### src/rtl/axil_line_master_pkg.sv
// Shared constants and state encoding for the AXI-Lite line master.
package axil_line_master_pkg;

  localparam logic [31:0] AXI_OKAY         = 32'h0;
  localparam int          LINE_BYTES       = 16;
  localparam logic [31:0] LINE_OFFSET_MASK = 32'(LINE_BYTES - 1);

  typedef logic [2:0] lineState_t;

  localparam lineState_t ST_IDLE  = 3'd0;
  localparam lineState_t ST_RD_A  = 3'd1;
  localparam lineState_t ST_RD_D  = 3'd2;
  localparam lineState_t ST_WR_AW = 3'd3;
  localparam lineState_t ST_WR_B  = 3'd4;
  localparam lineState_t ST_RESP  = 3'd5;

endpackage

### src/rtl/axil_wr_chan_tracker.sv
// Drives AW and W valids for one write; each drops on its own handshake and stays low.
module axil_wr_chan_tracker (
  input  logic clk,
  input  logic rst,
  input  logic start,
  input  logic awReady,
  input  logic wReady,
  output logic awValid,
  output logic wValid,
  output logic bothDone
);

  always_ff @(posedge clk or posedge rst) begin
    if (rst) begin
      awValid <= 1'b0;
      wValid  <= 1'b0;
    end else if (start) begin
      awValid <= 1'b1;
      wValid  <= 1'b1;
    end else begin
      if (awValid && awReady) awValid <= 1'b0;
      if (wValid && wReady)   wValid  <= 1'b0;
    end
  end

  // A channel whose valid is already low finished its handshake earlier in this write.
  assign bothDone = (!awValid || awReady) && (!wValid || wReady);

endmodule

### src/rtl/axil_line_master.sv
// AXI-Lite initiator turning one 128-bit line request into an AR/R or AW/W/B exchange.
// state  | meaning
// IDLE   | req_ready high, waiting for a client request
// RD_A   | AR valid, waiting for readAddr_ready
// RD_D   | R ready, waiting for read data
// WR_AW  | AW and W outstanding, each dropped on its own handshake
// WR_B   | B ready, waiting for write status
// RESP   | result held on the response port until resp_ready
module axil_line_master
  import axil_line_master_pkg::*;
#(
  parameter int ADDR_W    = 32,
  parameter int DATA_W    = 128,
  parameter int ALIGN_CHK = 1
) (
  input  logic                clk,
  input  logic                rst,
  input  logic                req_valid,
  output logic                req_ready,
  input  logic                req_we,
  input  logic [ADDR_W-1:0]   req_addr,
  input  logic [DATA_W-1:0]   req_wdata,
  input  logic [DATA_W/8-1:0] req_strb,
  output logic                resp_valid,
  input  logic                resp_ready,
  output logic [DATA_W-1:0]   resp_rdata,
  output logic                resp_err,
  output logic [ADDR_W-1:0]   readAddr_addr,
  output logic                readAddr_valid,
  input  logic                readAddr_ready,
  input  logic [DATA_W-1:0]   readData_data,
  input  logic                readData_valid,
  output logic                readData_ready,
  output logic [ADDR_W-1:0]   writeAddr_addr,
  output logic                writeAddr_valid,
  input  logic                writeAddr_ready,
  output logic [DATA_W-1:0]   writeData_data,
  output logic [DATA_W/8-1:0] writeData_strb,
  output logic                writeData_valid,
  input  logic                writeData_ready,
  input  logic [31:0]         writeResp_msg,
  input  logic                writeResp_valid,
  output logic                writeResp_ready
);

  lineState_t        state;
  logic [ADDR_W-1:0] addrReg;
  logic              unaligned;
  logic              wrStart;
  logic              wrDone;

  assign req_ready      = (state == ST_IDLE);
  assign readAddr_addr  = addrReg;
  assign writeAddr_addr = addrReg;
  assign unaligned      = (ALIGN_CHK != 0) && ((req_addr & ADDR_W'(LINE_OFFSET_MASK)) != '0);
  assign wrStart        = req_ready && req_valid && req_we && !unaligned;

  axil_wr_chan_tracker wrTracker (
    .clk      (clk),
    .rst      (rst),
    .start    (wrStart),
    .awReady  (writeAddr_ready),
    .wReady   (writeData_ready),
    .awValid  (writeAddr_valid),
    .wValid   (writeData_valid),
    .bothDone (wrDone)
  );

  always_ff @(posedge clk or posedge rst) begin
    if (rst) begin
      state           <= ST_IDLE;
      addrReg         <= '0;
      writeData_data  <= '0;
      writeData_strb  <= '0;
      readAddr_valid  <= 1'b0;
      readData_ready  <= 1'b0;
      writeResp_ready <= 1'b0;
      resp_valid      <= 1'b0;
      resp_err        <= 1'b0;
      resp_rdata      <= '0;
    end else begin
      case (state)
        ST_IDLE: begin
          if (req_valid) begin
            addrReg        <= req_addr;
            writeData_data <= req_wdata;
            writeData_strb <= req_strb;
            resp_rdata     <= '0;
            resp_err       <= 1'b0;
            if (unaligned) begin
              resp_err   <= 1'b1;
              resp_valid <= 1'b1;
              state      <= ST_RESP;
            end else if (req_we) begin
              state <= ST_WR_AW;
            end else begin
              readAddr_valid <= 1'b1;
              state          <= ST_RD_A;
            end
          end
        end
        ST_RD_A: begin
          if (readAddr_ready) begin
            readAddr_valid <= 1'b0;
            readData_ready <= 1'b1;
            state          <= ST_RD_D;
          end
        end
        ST_RD_D: begin
          if (readData_valid) begin
            resp_rdata     <= readData_data;
            resp_err       <= 1'b0;
            readData_ready <= 1'b0;
            resp_valid     <= 1'b1;
            state          <= ST_RESP;
          end
        end
        ST_WR_AW: begin
          if (wrDone) begin
            writeResp_ready <= 1'b1;
            state           <= ST_WR_B;
          end
        end
        ST_WR_B: begin
          if (writeResp_valid) begin
            resp_err        <= (writeResp_msg != AXI_OKAY);
            writeResp_ready <= 1'b0;
            resp_valid      <= 1'b1;
            state           <= ST_RESP;
          end
        end
        ST_RESP: begin
          if (resp_ready) begin
            resp_valid <= 1'b0;
            state      <= ST_IDLE;
          end
        end
        default: state <= ST_IDLE;
      endcase
    end
  end

endmodule

### config.mk
export PLATFORM = sky130hd
export DESIGN_NAME = axil_line_master
export DESIGN_NICKNAME = d
export VERILOG_FILES = /design/src/rtl/axil_line_master_pkg.sv /design/src/rtl/axil_wr_chan_tracker.sv /design/src/rtl/axil_line_master.sv
export SDC_FILE = /design/constraint.sdc
export NUM_CORES = 1
export LEC_CHECK = 0
export CORE_AREA = 2 2 272 274
export CTS_CLUSTER_DIAMETER = 150
export DETAILED_ROUTE_END_ITERATION = 16
export DIE_AREA = 0 0 274 276
export GPL_ROUTABILITY_DRIVEN = 0
export SLEW_MARGIN = 30
export SYNTH_ARGS = -nofsm -noshare
export SYNTH_HDL_FRONTEND = slang
export SYNTH_SLANG_ARGS = --single-unit
### constraint.sdc
create_clock -name clk -period 11.4 [get_ports clk]
set_input_delay 2.85 -clock clk [delete_from_list [all_inputs] [get_ports clk]]
set_output_delay 2.85 -clock clk [all_outputs]
set_load 0.005 [all_outputs]
* After elaboration in Yosys (flattened, before gate mapping) *
Index checks and enable logic that the tools add are counted.

word-level totals
  input port bits = 346
  bits in writable memories = 0
  ROM bits = 0
  latch bits = 0
  output and inout bits = 344
  word-level logic and storage cells = 93
  memories kept = 0
  register bits = 314

cells by class
  add/sub/neg operators = 0
  $lt $le $gt $ge = 0
  multiplexer cells = 37
  bitwise operators = 0
  shift operators = 0
  $mul = 0
  div/mod/pow operators = 0
  equality and inequality tests = 14
  reductions and logical operators = 30

operators with widths
  kind                                                  number
  two-way mux 128 bit                                   2
  one-hot mux 128 bit (2 select lines)                  1
  nonzero test 32 bit                                   2
  two-way mux 3 bit                                     7
  two-way mux 1 bit                                     20
  one-hot mux 3 bit (6 select lines)                    1
  != test 2 bit (second input constant)                 8
  AND reduction 6 bit                                   2
  nonzero test 2 bit                                    6
  AND reduction 3 bit                                   3
  equality test 3 x 2 -> 1 bit (second input constant)  2
  equality test 3 bit (second input constant)           2
  logical AND 1 bit                                     6
  one-hot mux 1 bit (2 select lines)                    3
  AND reduction 5 bit                                   1
  one-hot mux 1 bit (4 select lines)                    1
  AND reduction 4 bit                                   1
  nonzero test 4 bit                                    1
  equality test 3 x 1 -> 1 bit (second input constant)  1
  zero test 1 bit                                       3
  zero test 3 bit                                       1
  one-hot mux 1 bit (3 select lines)                    1
  nonzero test 3 bit                                    1
  logical OR 1 bit                                      2
  other kinds (3)                                       3

* Depth between registers and ports, before layout *
  word-level depth = 5
  mapped depth = 8

* By module *
From an unflattened synthesis, not the netlist that was laid out.

unflattened totals
  cell total of the unflattened synthesis = 1050
  area, all modules = 13082.5 um^2

modules (own cells, without submodules)
  module                seq. area each (um^2)  times used  cells each  area each (um^2)
  axil_line_master      7807.5                 1           1042        12993.7
  axil_wr_chan_tracker  50.0                   1           8           88.8

* Worst setup path before layout *
Ideal clock, no wire load.

  path kind = input port to flip-flop
  start point = input req_valid
  end point = register writeData_data[34]
  setup slack = 7321 ps
  arrival time = 3955 ps
  required time = 11275 ps
  setup time = 125 ps
  stages on the path = 4
  cells stage by stage = nor4b_4 buf_2 buf_2 mux2_2

between the ends
  word-level cells in the longest chain between the ends = 1

RTL lines
  item                           line                    RTL
  from (decl)                    axil_line_master.sv:18  input logic req_valid,
  AND reduction 2 bit (no line)  --
  to (signal assigned)           axil_line_master.sv:86  writeData_data <= req_wdata;
  to (decl)                      axil_line_master.sv:37  output logic [DATA_W-1:0] writeData_data,

Every way passes these cells.
A chain may end at the register's enable or synchronous reset.

* Final worst setup path *
  start point = input req_valid
  end point = register resp_rdata[99]

between the ends
  word-level cells in the longest chain between the ends = 2

RTL lines
  item                           line                     RTL
  != test 2 bit (no line)        --
  AND reduction 3 bit (no line)  --
  to (signal assigned)           axil_line_master.sv:111  resp_rdata <= readData_data;
  to (decl)                      axil_line_master.sv:26   output logic [DATA_W-1:0] resp_rdata,

Every way passes these cells.

==> impl_metrics.tcl <==
set metrics [dict create \
    dr_total_vias 10100 \
    detail_route.vias_per_cell 3.78 \
    num-fill-cells 7443 \
    buffer_ports.inserted 689 \
    grt_use_total_pct 11.2 \
    clkLatencyLatePin_ns 0.55 \
    power-per-cell-area_mw_per_mm2 232 \
    result_of_the_run "finished, final reports clean" \
    pwr-share-seq_pct 36.2 \
    routed_wirelength_um 43900 \
    ys_types 34 \
    synth.avg_cell_area_sq_um 11.9 \
    timing.final.crit_period_ns 5.15 \
    rsz_0062_raised_after_global_routing "no" \
    chipHeight_um 276 \
    core_area_sq_mm 0.0726 \
    cts_tree "yes" \
    tightest_slew_ns 0.867 \
    synth_seq_area_share_pct 63.3 \
    worstPathArrival_ns 5.54 \
    swShare_pct 29.2 \
    floorplan.die.width_um 274 \
    final.setup_skew_ns 0.0180 \
    antenna_violating_nets_left 0 \
    number_of_hold_repair_buffers_added_at_the_cts_stage 0 \
    syn_inst 1041 \
    synth_area_leader_cell "dfrtp_1" \
    asyncSetResetFlopFracSynth_pct 100 \
    seq_area_sq_mm 0.00786 \
    power.total_mw 4.98 \
    pwr-share-comb_pct 39.9 \
    synth_fp_nets 1387 \
    setup_viol 0 \
    syn-cell-area_sq_mm 0.0124 \
    clockRootBuffer "clkbuf_16" \
    power.static_leakage_nw 8.36 \
    synth_common_cells "314 x dfrtp_1, 265 x nand2_1, 176 x mux2_2" \
    cell_internal_power_mw 3.52 \
    critPathCaptureType "flip-flop" \
    dpl.hpwl_um 33200 \
    layout.nets 2031 \
    grt_pass1_wl_um 65600 \
    dieArea_sq_mm 0.0756 \
    drt-pass1-iter-count 4 \
    max_cap_violations 0 \
    clkSlewWorstSetupHoldPaths_ns 0.06 \
    syn2layout_area_growth_pct 72.6 \
    rows 99 \
    effective_utilization_at_floorplan_pct 17.1 \
    io_pins 690 \
    cts_max_path_buffers 3 \
    finalCritPeriodShare_pct 45.2 \
    startpoint_type "primary input" \
    number_of_global_route_vias_before_repair 10700 \
    required_ns 11.79 \
    antenna_found_initial 4 \
    wl_per_cell_um 16.4 \
    drt_first_iter_violations 382 \
    cts.sink_count 314 \
    cts_inserted_buffers 39 \
    final_total_negative_setup_slack_ns 0 \
    max_clock_freq_mhz 194 \
    power.switching_mw 1.46 \
    max-vdd-ir-drop_uv 141 \
    h-tree-depth 2 \
    synth_most_common_cell "dfrtp_1" \
    multi_input_gate_area_sq_mm 0.00401 \
    synthFlopType "dfrtp_1" \
    timing.max_slew.rel_slack_pct 41.7 \
    drive_above_1_share_pct 14.8 \
    min_path_type "reg -> reg" \
    synth-edff-count 0 \
    post_cts_resize_count 0 \
    largest_net_degree_at_the_start_of_global_routing 248 \
    synthDominantCellAreaShare_pct 63.3 \
    synth-seq-cells 314 \
    finalHoldViolations 0 \
    power.clock.fraction_pct 23.9 \
    drt_drc_violations_left 0 \
    grt_remaining_overflow 0 \
    yosys_warnings 0 \
    cts_post_setup_buffers_inserted 0 \
    synth_area_leaders "dfrtp_1 63%, mux2_2 16%, nand2_1 8.0%, o21ai_1 5.2%, buf_4 2.2%" \
    report.final.slew_viol_count 0 \
    worst-path-max-fanout 175 \
    critPathKind "in -> reg" \
]
## worst paths after layout
| path | from | end | slack (ns) | cells after the start |
|---|---|---|---|---|
| worst max-delay path | req_valid | resp_rdata[99] | 6.25 | 8 |
| worst min-delay path | resp_rdata[21] | resp_rdata[21] | 0.48 | 2 |
| worst max register to register | state[1] | resp_rdata[99] | 8.38 | 6 |
| worst min register to register | resp_rdata[21] | resp_rdata[21] | 0.48 | 2 |
| max in group asynchronous | rst | resp_rdata[10] | 7.50 | 4 |
| min in group asynchronous | rst | writeData_data[30] | 2.60 | 2 |
## cells in the final DEF (no fill, tap or decap), types with 5 or more instances in the layout
cell	n
clkbuf_8	9
nand2_1	265
a21oi_1	5
mux2_2	176
nand2b_1	5
buf_4	6
clkdlybuf4s50_1	689
o21ai_0	5
clkbuf_16	39
nor4_1	7
buf_12	5
clkbuf_1	9
clkinv_2	7
o21ai_1	129
dfrtp_1	314
## routing by layer
metal / routed length (um) / share of wire, % / global-route usage, %
met1: 15900 / 36 / 11.8
met2: 22500 / 51 / 20.3
met3: 4030 / 9.2 / 4.02
met4: 1460 / 3.3 / 4.42
met5: 27 / 0.061 / 0
## state kept, by name, summed over array words and instances, names as in the netlist
signal,cells
resp_rdata,128
writeData_data,128
readAddr_addr,32
writeData_strb,16
state,3
readAddr_valid,1
readData_ready,1
resp_err,1
resp_valid,1
wrTracker.awValid,1
wrTracker.wValid,1
writeResp_ready,1
## logic make-up after synthesis
logic type	count (synthesis)	share of synthesized area [%]
flops	314	63.3
compound gates	152	6.40
mux	177	16.1
buf+inv	102	4.53
simple gates	296	9.67
## power by group through the flow
stage               clock [mW]  sequential, mW  combinational [mW]
finish                    1.19            1.80                1.98
global placement             0            1.81                1.98
floorplan                    0            1.80               0.788
CTS                       1.25            1.81                2.01
global route              1.30            1.86                2.14
detailed placement           0            1.83                2.01
## area by class of cell
| cell class | instances | area share (%) |
|---|---|---|
| antenna | 3 | 0.0351 |
| clock buffer | 57 | 5.29 |
| clock inverter | 11 | 0.427 |
| inverter | 3 | 0.0701 |
| multi-input combinational | 625 | 18.7 |
| sequential | 314 | 36.7 |
| tap | 959 | 5.60 |
| timing repair buffer | 702 | 33.1 |
## critical path, stage by stage
cell	delay, ns
clkdlybuf4s50_1	0.60
nor4b_4	0.23
buf_4	0.68
a21oi_4	0.15
buf_12	0.24
buf_16	0.30
nand2_1	0.17
o21ai_1	0.08
## stage by stage
step                hold WS [ns]  worst slack, ns  cells  utilization, %  area [sq um]
finish                     0.481             6.25   2674            29.5         21400
global route               0.503             6.11   2672            29.5         21400
CTS                        0.487             6.16   2668            29.4         21300
detailed placement         0.475             5.80   2600            27.7         20100
global placement           0.467             5.92   2600            27.7         20100
floorplan                  0.478             4.37   1041               -         12400
No activity file was read; power rests on OpenSTA's default activity.
